--- src/rtl/fifo_read_stream_adapter_if.sv ---
// FIFO read-side and output stream signals of the read stream adapter.
// Stream: a beat moves on every clk edge where outValid && outReady; once raised,
// outValid holds with outData stable until that edge, and never depends on outReady.
interface fifo_read_stream_adapter_if #(
  parameter int DATAWIDTH  = 8,
  parameter int LEVELWIDTH = 2
);
  logic                  fifoEmpty;
  logic [DATAWIDTH-1:0]  fifoDataOut;
  logic                  fifoReadReq;
  logic                  outReady;
  logic                  outValid;
  logic [DATAWIDTH-1:0]  outData;
  logic [LEVELWIDTH-1:0] bufLevel;

  modport master (
    input  fifoEmpty, fifoDataOut, outReady,
    output fifoReadReq, outValid, outData, bufLevel
  );

  modport slave (
    output fifoEmpty, fifoDataOut, outReady,
    input  fifoReadReq, outValid, outData, bufLevel
  );
endinterface

--- src/rtl/fifo_read_stream_adapter.sv ---
// Converts a one-cycle-latency FIFO read port into a valid/ready stream using a
// small circular skid buffer that absorbs the read latency at full throughput.
module fifo_read_stream_adapter #(
  parameter int DATAWIDTH  = 8,
  parameter int BUFDEPTH   = 2,
  parameter int LEVELWIDTH = $clog2(BUFDEPTH + 1)
) (
  input  logic clk,
  input  logic reset,
  input  logic flush,
  fifo_read_stream_adapter_if.master bus
);
  localparam int PTRWIDTH = $clog2(BUFDEPTH);
  localparam int OCCWIDTH = LEVELWIDTH + 1;

  logic [DATAWIDTH-1:0]  mem_q [BUFDEPTH];
  logic [PTRWIDTH-1:0]   wr_ptr_q, wr_ptr_d;
  logic [PTRWIDTH-1:0]   rd_ptr_q, rd_ptr_d;
  logic [LEVELWIDTH-1:0] level_q, level_d;
  logic                  in_flight_q;
  logic                  out_valid;
  logic                  pop_now;
  logic                  capture;
  logic                  read_req;
  logic [OCCWIDTH-1:0]   occupancy;

  function automatic logic [PTRWIDTH-1:0] next_ptr(input logic [PTRWIDTH-1:0] p);
    return (p == PTRWIDTH'(BUFDEPTH - 1)) ? '0 : p + PTRWIDTH'(1);
  endfunction

  assign out_valid = (level_q != '0);
  assign pop_now   = out_valid && bus.outReady;

  // Space still claimable after this cycle's transfer; a pop is only issued when
  // the returning word is guaranteed a slot.
  assign occupancy = OCCWIDTH'(level_q) + OCCWIDTH'(in_flight_q) - OCCWIDTH'(pop_now);
  assign read_req  = !reset && !flush && !bus.fifoEmpty &&
                     (occupancy < OCCWIDTH'(BUFDEPTH));
  assign capture   = in_flight_q && !flush;

  always_comb begin
    wr_ptr_d = wr_ptr_q;
    rd_ptr_d = rd_ptr_q;
    level_d  = level_q;
    if (capture) wr_ptr_d = next_ptr(wr_ptr_q);
    if (pop_now) rd_ptr_d = next_ptr(rd_ptr_q);
    if (capture && !pop_now) begin
      level_d = level_q + LEVELWIDTH'(1);
    end else if (!capture && pop_now) begin
      level_d = level_q - LEVELWIDTH'(1);
    end
  end

  always_ff @(posedge clk) begin
    if (reset) begin
      for (int i = 0; i < BUFDEPTH; i++) mem_q[i] <= '0;
      wr_ptr_q    <= '0;
      rd_ptr_q    <= '0;
      level_q     <= '0;
      in_flight_q <= 1'b0;
    end else if (flush) begin
      // In-flight word is dropped by clearing in_flight_q and suppressing capture.
      wr_ptr_q    <= '0;
      rd_ptr_q    <= '0;
      level_q     <= '0;
      in_flight_q <= 1'b0;
    end else begin
      if (capture) mem_q[wr_ptr_q] <= bus.fifoDataOut;
      wr_ptr_q    <= wr_ptr_d;
      rd_ptr_q    <= rd_ptr_d;
      level_q     <= level_d;
      in_flight_q <= read_req;
    end
  end

  assign bus.fifoReadReq = read_req;
  assign bus.outValid    = out_valid;
  assign bus.outData     = mem_q[rd_ptr_q];
  assign bus.bufLevel    = level_q;
endmodule

--- src/flat_wrapper.sv ---
// flat-port wrapper written by rule: the top's interface ports become plain ports
module fifo_read_stream_adapter_flat 
#(
  parameter int DATAWIDTH  = 8,
  parameter int BUFDEPTH   = 2,
  parameter int LEVELWIDTH = $clog2(BUFDEPTH + 1)
)
  (clk, reset, flush, bus_fifoEmpty, bus_fifoDataOut, bus_outReady, bus_fifoReadReq, bus_outValid, bus_outData, bus_bufLevel);
  fifo_read_stream_adapter_if #(.DATAWIDTH(DATAWIDTH), .LEVELWIDTH(LEVELWIDTH)) bus_i ();
  input  logic clk;
  input  logic reset;
  input  logic flush;
  input wire logic [$bits(bus_i.fifoEmpty)-1:0] bus_fifoEmpty;
  input wire logic [$bits(bus_i.fifoDataOut)-1:0] bus_fifoDataOut;
  input wire logic [$bits(bus_i.outReady)-1:0] bus_outReady;
  output wire logic [$bits(bus_i.fifoReadReq)-1:0] bus_fifoReadReq;
  output wire logic [$bits(bus_i.outValid)-1:0] bus_outValid;
  output wire logic [$bits(bus_i.outData)-1:0] bus_outData;
  output wire logic [$bits(bus_i.bufLevel)-1:0] bus_bufLevel;
  assign bus_i.fifoEmpty = bus_fifoEmpty;
  assign bus_i.fifoDataOut = bus_fifoDataOut;
  assign bus_i.outReady = bus_outReady;
  assign bus_fifoReadReq = bus_i.fifoReadReq;
  assign bus_outValid = bus_i.outValid;
  assign bus_outData = bus_i.outData;
  assign bus_bufLevel = bus_i.bufLevel;
  fifo_read_stream_adapter #(.DATAWIDTH(DATAWIDTH), .BUFDEPTH(BUFDEPTH), .LEVELWIDTH(LEVELWIDTH)) u_core (.clk(clk), .reset(reset), .flush(flush), .bus(bus_i));
endmodule
--- config.mk ---
export PLATFORM = sky130hd
export DESIGN_NAME = fifo_read_stream_adapter_flat
export DESIGN_NICKNAME = d
export VERILOG_FILES = /design/src/rtl/fifo_read_stream_adapter_if.sv /design/src/rtl/fifo_read_stream_adapter.sv /design/src/flat_wrapper.sv
export SDC_FILE = /design/constraint.sdc
export NUM_CORES = 1
export LEC_CHECK = 0
export ABC_AREA = 0
export ABC_CLOCK_PERIOD_IN_PS = 3150
export BUFFER_PORTS_ARGS = -buffer_cell sky130_fd_sc_hd__buf_2
export CORE_UTILIZATION = 41
export CTS_BUF_LIST = sky130_fd_sc_hd__clkbuf_4
export DETAILED_ROUTE_END_ITERATION = 8
export GPL_TIMING_DRIVEN = 0
export PLACE_DENSITY_LB_ADDON = 0.1
export SLEW_MARGIN = 20
export SYNTH_ARGS = -nofsm -noshare
export SYNTH_HDL_FRONTEND = slang
export SYNTH_SLANG_ARGS = --single-unit
export TNS_END_PERCENT = 1
--- constraint.sdc ---
create_clock -name clk -period 3.15 [get_ports clk]
set_clock_uncertainty 0.15 [all_clocks]
set_input_delay 0.63 -clock clk [delete_from_list [all_inputs] [get_ports clk]]
set_output_delay 0.63 -clock clk [all_outputs]
set_load 0.005 [all_outputs]
; Word level (Yosys, flattened, before mapping)
; Memory sizes are Yosys's and may differ from the RTL's. A register that Yosys moved wholly into a read port is not among the register bits.
; Index checks and enable logic that the tools add are counted.
[op_classes]
n_addsub = 6
n_eq_ne = 0
mux = 15
n_reduce_logical = 16
n_mul = 0
magnitude_cmp = 1
bitwise_logic = 0
n_div = 0
shifts = 0
[op_table]
columns = op, n
row1 = $mux 1, 12
row2 = $mux 8, 1
row3 = $reduce_or 8->1, 1
row4 = $logic_and 1x1->1, 7
row5 = $logic_not 1->1, 5
row6 = $mux 2, 2
row7 = $reduce_bool 2->1, 2
row8 = $add 2x1->3, 1
row9 = $lt 3x2->1 const B, 1
row10 = $sub 3x1->3, 1
row11 = $add 1x1->1 const B, 2
row12 = $add 2x1->2 const B, 1
row13 = $reduce_or 2->1, 1
row14 = $sub 2x1->2 const B, 1
[word_totals]
mem_count = 1
elab_cells = 43
reg_bits = 5
ram_bits = 16
latchBits = 0
inputBits = 13
mem_bits_ro = 0
out_inout_bits = 12
[mem_list]
columns = name, depth, width, rd, rd_ports_with_merged_regs, wr, line
row1 = u_core.mem_q, 2, 8, 1, 1, 2, fifo_read_stream_adapter.sv:16  ; logic [DATAWIDTH-1:0] mem_q [BUFDEPTH];

; Longest topological paths before layout
[logic_depth]
ltp_word = 8
mapped_depth = 7
depth_no_buf = 7

; Worst setup path after synthesis
; No wires, ideal clock.
[synth_timing]
path_type = input -> output
start = input bus_outReady
end = output bus_fifoReadReq
required_ns = 2.370
arrival_time_ns = 2.080
slack_ns = 0.290
path_stages = 7
path_buffers = 0
cell_sequence = o21ai_1 -> inv_1 -> ha_1 -> nand2b_1 -> fa_1 -> xor2_1 -> nor4b_1
[synth_via]
elab_chain_len = 4
[synth_lines]
columns = item, line
row1 = "start, declared", flat_wrapper.sv:15  ; input wire logic [$bits(bus_i.outReady)-1:0] bus_outReady;
row2 = $logic_and 1x1->1, fifo_read_stream_adapter.sv:32  ; assign pop_now = out_valid && bus.outReady;
row3 = net u_core.pop_now, fifo_read_stream_adapter.sv:22  ; logic pop_now;
row4 = $sub 3x1->3, fifo_read_stream_adapter.sv:36  ; assign occupancy = OCCWIDTH'(level_q) + OCCWIDTH'(in_flight_q) - OCCWIDTH'(pop_now);
row5 = $lt 3x2->1, fifo_read_stream_adapter.sv:38  ; (occupancy < OCCWIDTH'(BUFDEPTH));
row6 = $logic_and 1x1->1, fifo_read_stream_adapter.sv:37  ; assign read_req = !reset && !flush && !bus.fifoEmpty &&
row7 = "end, declared", flat_wrapper.sv:16  ; output wire logic [$bits(bus_i.fifoReadReq)-1:0] bus_fifoReadReq;
; The timed path passes the listed nets, and every way through them passes these cells.

; Worst setup path in the final report
[layout_timing]
start = register u_core.level_q[0] (netlist: u_core.bus.bufLevel[0])
end = output bus_fifoReadReq
[layout_via]
elab_chain_len = 5
elab_cells_between_ends = 6
cone_classes = 2 x add/sub / 1 x order compare / 3 x reduce/logical
[layout_lines]
columns = item, line
row1 = "start, declared", fifo_read_stream_adapter.sv:19  ; logic [LEVELWIDTH-1:0] level_q, level_d;
row2 = "start signal, assigned", fifo_read_stream_adapter.sv:71  ; level_q <= level_d;
row3 = $reduce_bool 2->1, fifo_read_stream_adapter.sv:31  ; assign out_valid = (level_q != '0);
row4 = $logic_and 1x1->1, fifo_read_stream_adapter.sv:32
row5 = net u_core.pop_now, fifo_read_stream_adapter.sv:22
row6 = $sub 3x1->3, fifo_read_stream_adapter.sv:36
row7 = $lt 3x2->1, fifo_read_stream_adapter.sv:38
row8 = $logic_and 1x1->1, fifo_read_stream_adapter.sv:37
; The timed path passes the listed nets, and every way through them passes these cells.

==> flow_metrics.tcl <==
set metrics [dict create \
    hold_viol 0 \
    synth_top_area_cell "edfxtp_1" \
    initialDrtViolationCount 8 \
    r2r_cells 7 \
    synth-compound-area-share_pct 2.96 \
    vias 697 \
    numCtsBuffers 3 \
    worstPathRequired_ns 2.37 \
    cp_max_fo 5 \
    cp.arrival_ns 2.19 \
    fp.dieArea_um2 2670 \
    muxShareOfSynthArea_pct 8.89 \
    report.final.slew_viol_count 0 \
    cts_sinks 22 \
    start_util_pct 44.5 \
    cts_tree "done" \
    setup_viol 0 \
    htreeDepth 1 \
    irDropWorstVdd_v 0.000197 \
    whs_path_depth 2 \
    crit_path_end_kind "primary output" \
    io-pin-count 25 \
    n_fill_cell 211 \
    wl_um 1820 \
    synth_top_area_share_pct 47.4 \
    grt_max_degree 13 \
    fmax_ghz 0.337 \
    vias_per_cell 5.09 \
    setup_tns_ns 0 \
    finalPower_w 0.000496 \
    hold_class "in2reg" \
    synthAdderAreaFrac_pct 4.44 \
    gp_congestion 0.678 \
    grt_pass1_wl_um 2890 \
    p_leak_nw 0.599 \
    cp-start-kind "flop" \
    syn_area_um2 1010 \
    synthCells 78 \
    yosysSeqAreaShare_pct 59.3 \
    p_per_area_nw_per_um2 401 \
    drt-pass1-iter-count 3 \
    diodes 0 \
    synth.area.top_cells "edfxtp_1 47%, dfxtp_1 12%, and3_1 9.9%" \
    drv_cap 0 \
    post_drt_wl_per_cell_um 13.3 \
    ctsRootBufferMaster "clkbuf_4" \
    drc 0 \
    hpwl_um 1310 \
    rsz0062_at_grt "false" \
    status "finished clean" \
    tightest_slew_ns 0.552 \
    hold_buffers 0 \
    final_antenna_net_count 0 \
    dieWidth_um 51.7 \
    clockBufferDepth 2 \
    max-slew-margin-rel_pct 63.1 \
    slowest_stage "dfxtp_4" \
    avgSynthCellArea_um2 13.0 \
    fp.dieH_um 51.7 \
    syn_nets 94 \
    port_buffers 24 \
    overflow 0 \
    crit_chain "o21ai_2, inv_1, ha_1, nand2b_1, fa_2, xor2_1, nor4b_2, buf_2" \
    period_share_pct 94.2 \
    cts.clk_slew.worst_paths_ns 0.11 \
    final_nets 126 \
    post-route-util_pct 54.4 \
    synth_cell_types 22 \
    synth-seq-cells 22 \
    synth_xor_area_share_pct 4.32 \
    synth_top_family_by_area "simple AND/OR/NAND/NOR gates" \
    yosys.area_share.simple_pct 17.9 \
    layout-drive-gt1-share_pct 43.1 \
    min_period_ns 2.97 \
    rows 17 \
    grtUsageTotal_pct 15.2 \
    yosys_warnings 0 \
    crit_type "reg2out" \
    core_um2 2280 \
    clk_latency_ns 0.30 \
    syn2layout_area_growth_pct 22.1 \
    grt_pass1_vias 662 \
    antenna_found_initial 0 \
    max_stage_delay_ns 0.38 \
]
[synth_stat cells, drive strengths merged]
library cell,instances
or3,1
o21ai,2
buf,3
edfxtp,16
nor2b,2
mux2,8
a21o,2
xor2,4
xnor2,1
ha,2
nand2b,1
or2,2
nor2,5
nor4b,2
inv,2
a21oi,1
and2b,1
dfxtp,6
fa,1
and3,16
[registers in the layout, indices dropped and copies added, names as in the netlist, named ones only]
signal and flops:
u_core.mem_q 16, u_core.wr_ptr_q 1, u_core.in_flight_q 1, u_core.rd_ptr_q 1
u_core.bus.bufLevel 2
[worst max-delay path, delay by kind of cell, from the launching register on]
kind	cells	cell delay [ns]
AOI/OAI and AO/OA	1	0.14
and+or+nand+nor	2	0.41
xor gates and xnor gates	1	0.17
DFF	1	0.38
adders and majority gates	2	0.60
buffers and inverters	2	0.20
[cell type report]
type,count,area [um2],share of cell area (%)
Timing Repair Buffer,27,143,11.5
Tap cell,28,35.0,2.83
Buffer,3,15.0,1.21
Sequential cell,22,608,49.1
Clock inverter,1,3.75,0.303
Clock buffer,3,22.5,1.82
Multi-Input combinational cell,51,403,32.6
Inverter,2,7.51,0.607
[cell families after synthesis]
kind of cell / Yosys count
buffers and inverters: 5
adder cells (fa/ha/maj): 3
flip-flops: 22
XOR/XNOR: 5
AO/OA/AOI/OAI: 5
AND/OR/NAND/NOR: 30
multiplexers: 8
[through the flow]
| step | setup WS, ns | instance area (um2) | hold slack, ns | instances |
|---|---|---|---|---|
| finish | 0.181 | 1240 | 0.365 | 137 |
| global route | 0.00984 | 1240 | 0.367 | 137 |
| CTS | 0.0151 | 1200 | 0.350 | 134 |
| detailed placement | 0.0242 | 1170 | 0.341 | 130 |
| global placement | 0.0566 | 1170 | 0.335 | 130 |
| floorplan | 0.290 | 1010 | 0.322 | 78 |
[cell usage in the layout, fill, tap and decap left out, drive strengths merged, types with 2 or more instances in the layout]
cell | netlist | final
a21o | 2 | 2
and3 | 16 | 16
buf | 3 | 30
clkbuf | 0 | 3
dfxtp | 6 | 6
edfxtp | 16 | 16
ha | 2 | 2
inv | 2 | 2
mux2 | 8 | 8
nor2 | 5 | 5
nor2b | 2 | 2
nor4b | 2 | 2
o21ai | 2 | 2
or2 | 2 | 2
xor2 | 4 | 4
[timing repair]
| item | in CTS | in global routing |
|---|---|---|
| endpoints found under the hold margin | 0 | 0 |
| cloned | 0 | 0 |
| pin swaps | 0 | 2 |
| endpoints found under the setup margin | 1 | 1 |
| setup buffers | 0 | 3 |
| gates resized for setup | 2 | 5 |
[report_power, final]
| part | internal [W] | switching, W | total [W] |
|---|---|---|---|
| logic | 0.0000248 | 0.0000248 | 0.0000496 |
| registers | 0.000319 | 0.00000461 | 0.000324 |
| clock network | 0.0000461 | 0.0000767 | 0.000123 |
| total | 0.000390 | 0.000106 | 0.000496 |
[final timing paths]
kind | from | endpoint | slack, ns
hold reg to reg | u_core.rd_ptr_q | u_core.rd_ptr_q | 0.37
setup reg to reg | u_core.bus.bufLevel[0] | u_core.in_flight_q | 1.16
setup / recovery | u_core.bus.bufLevel[0] | bus_fifoReadReq | 0.18
hold / removal | bus_fifoEmpty | u_core.in_flight_q | 0.37
[routing by layer]
metal	routed length, um	track usage (%)	share of wire [%]	vias up
met1	783	17.0	43	331
met3	67	3.22	3.7	2
met4	17	6.76	0.94	0
met5	0	0	0	-
li1	-	-	-	347
met2	949	27.5	52	17
Note: power is estimated with default switching activity, not from simulation.
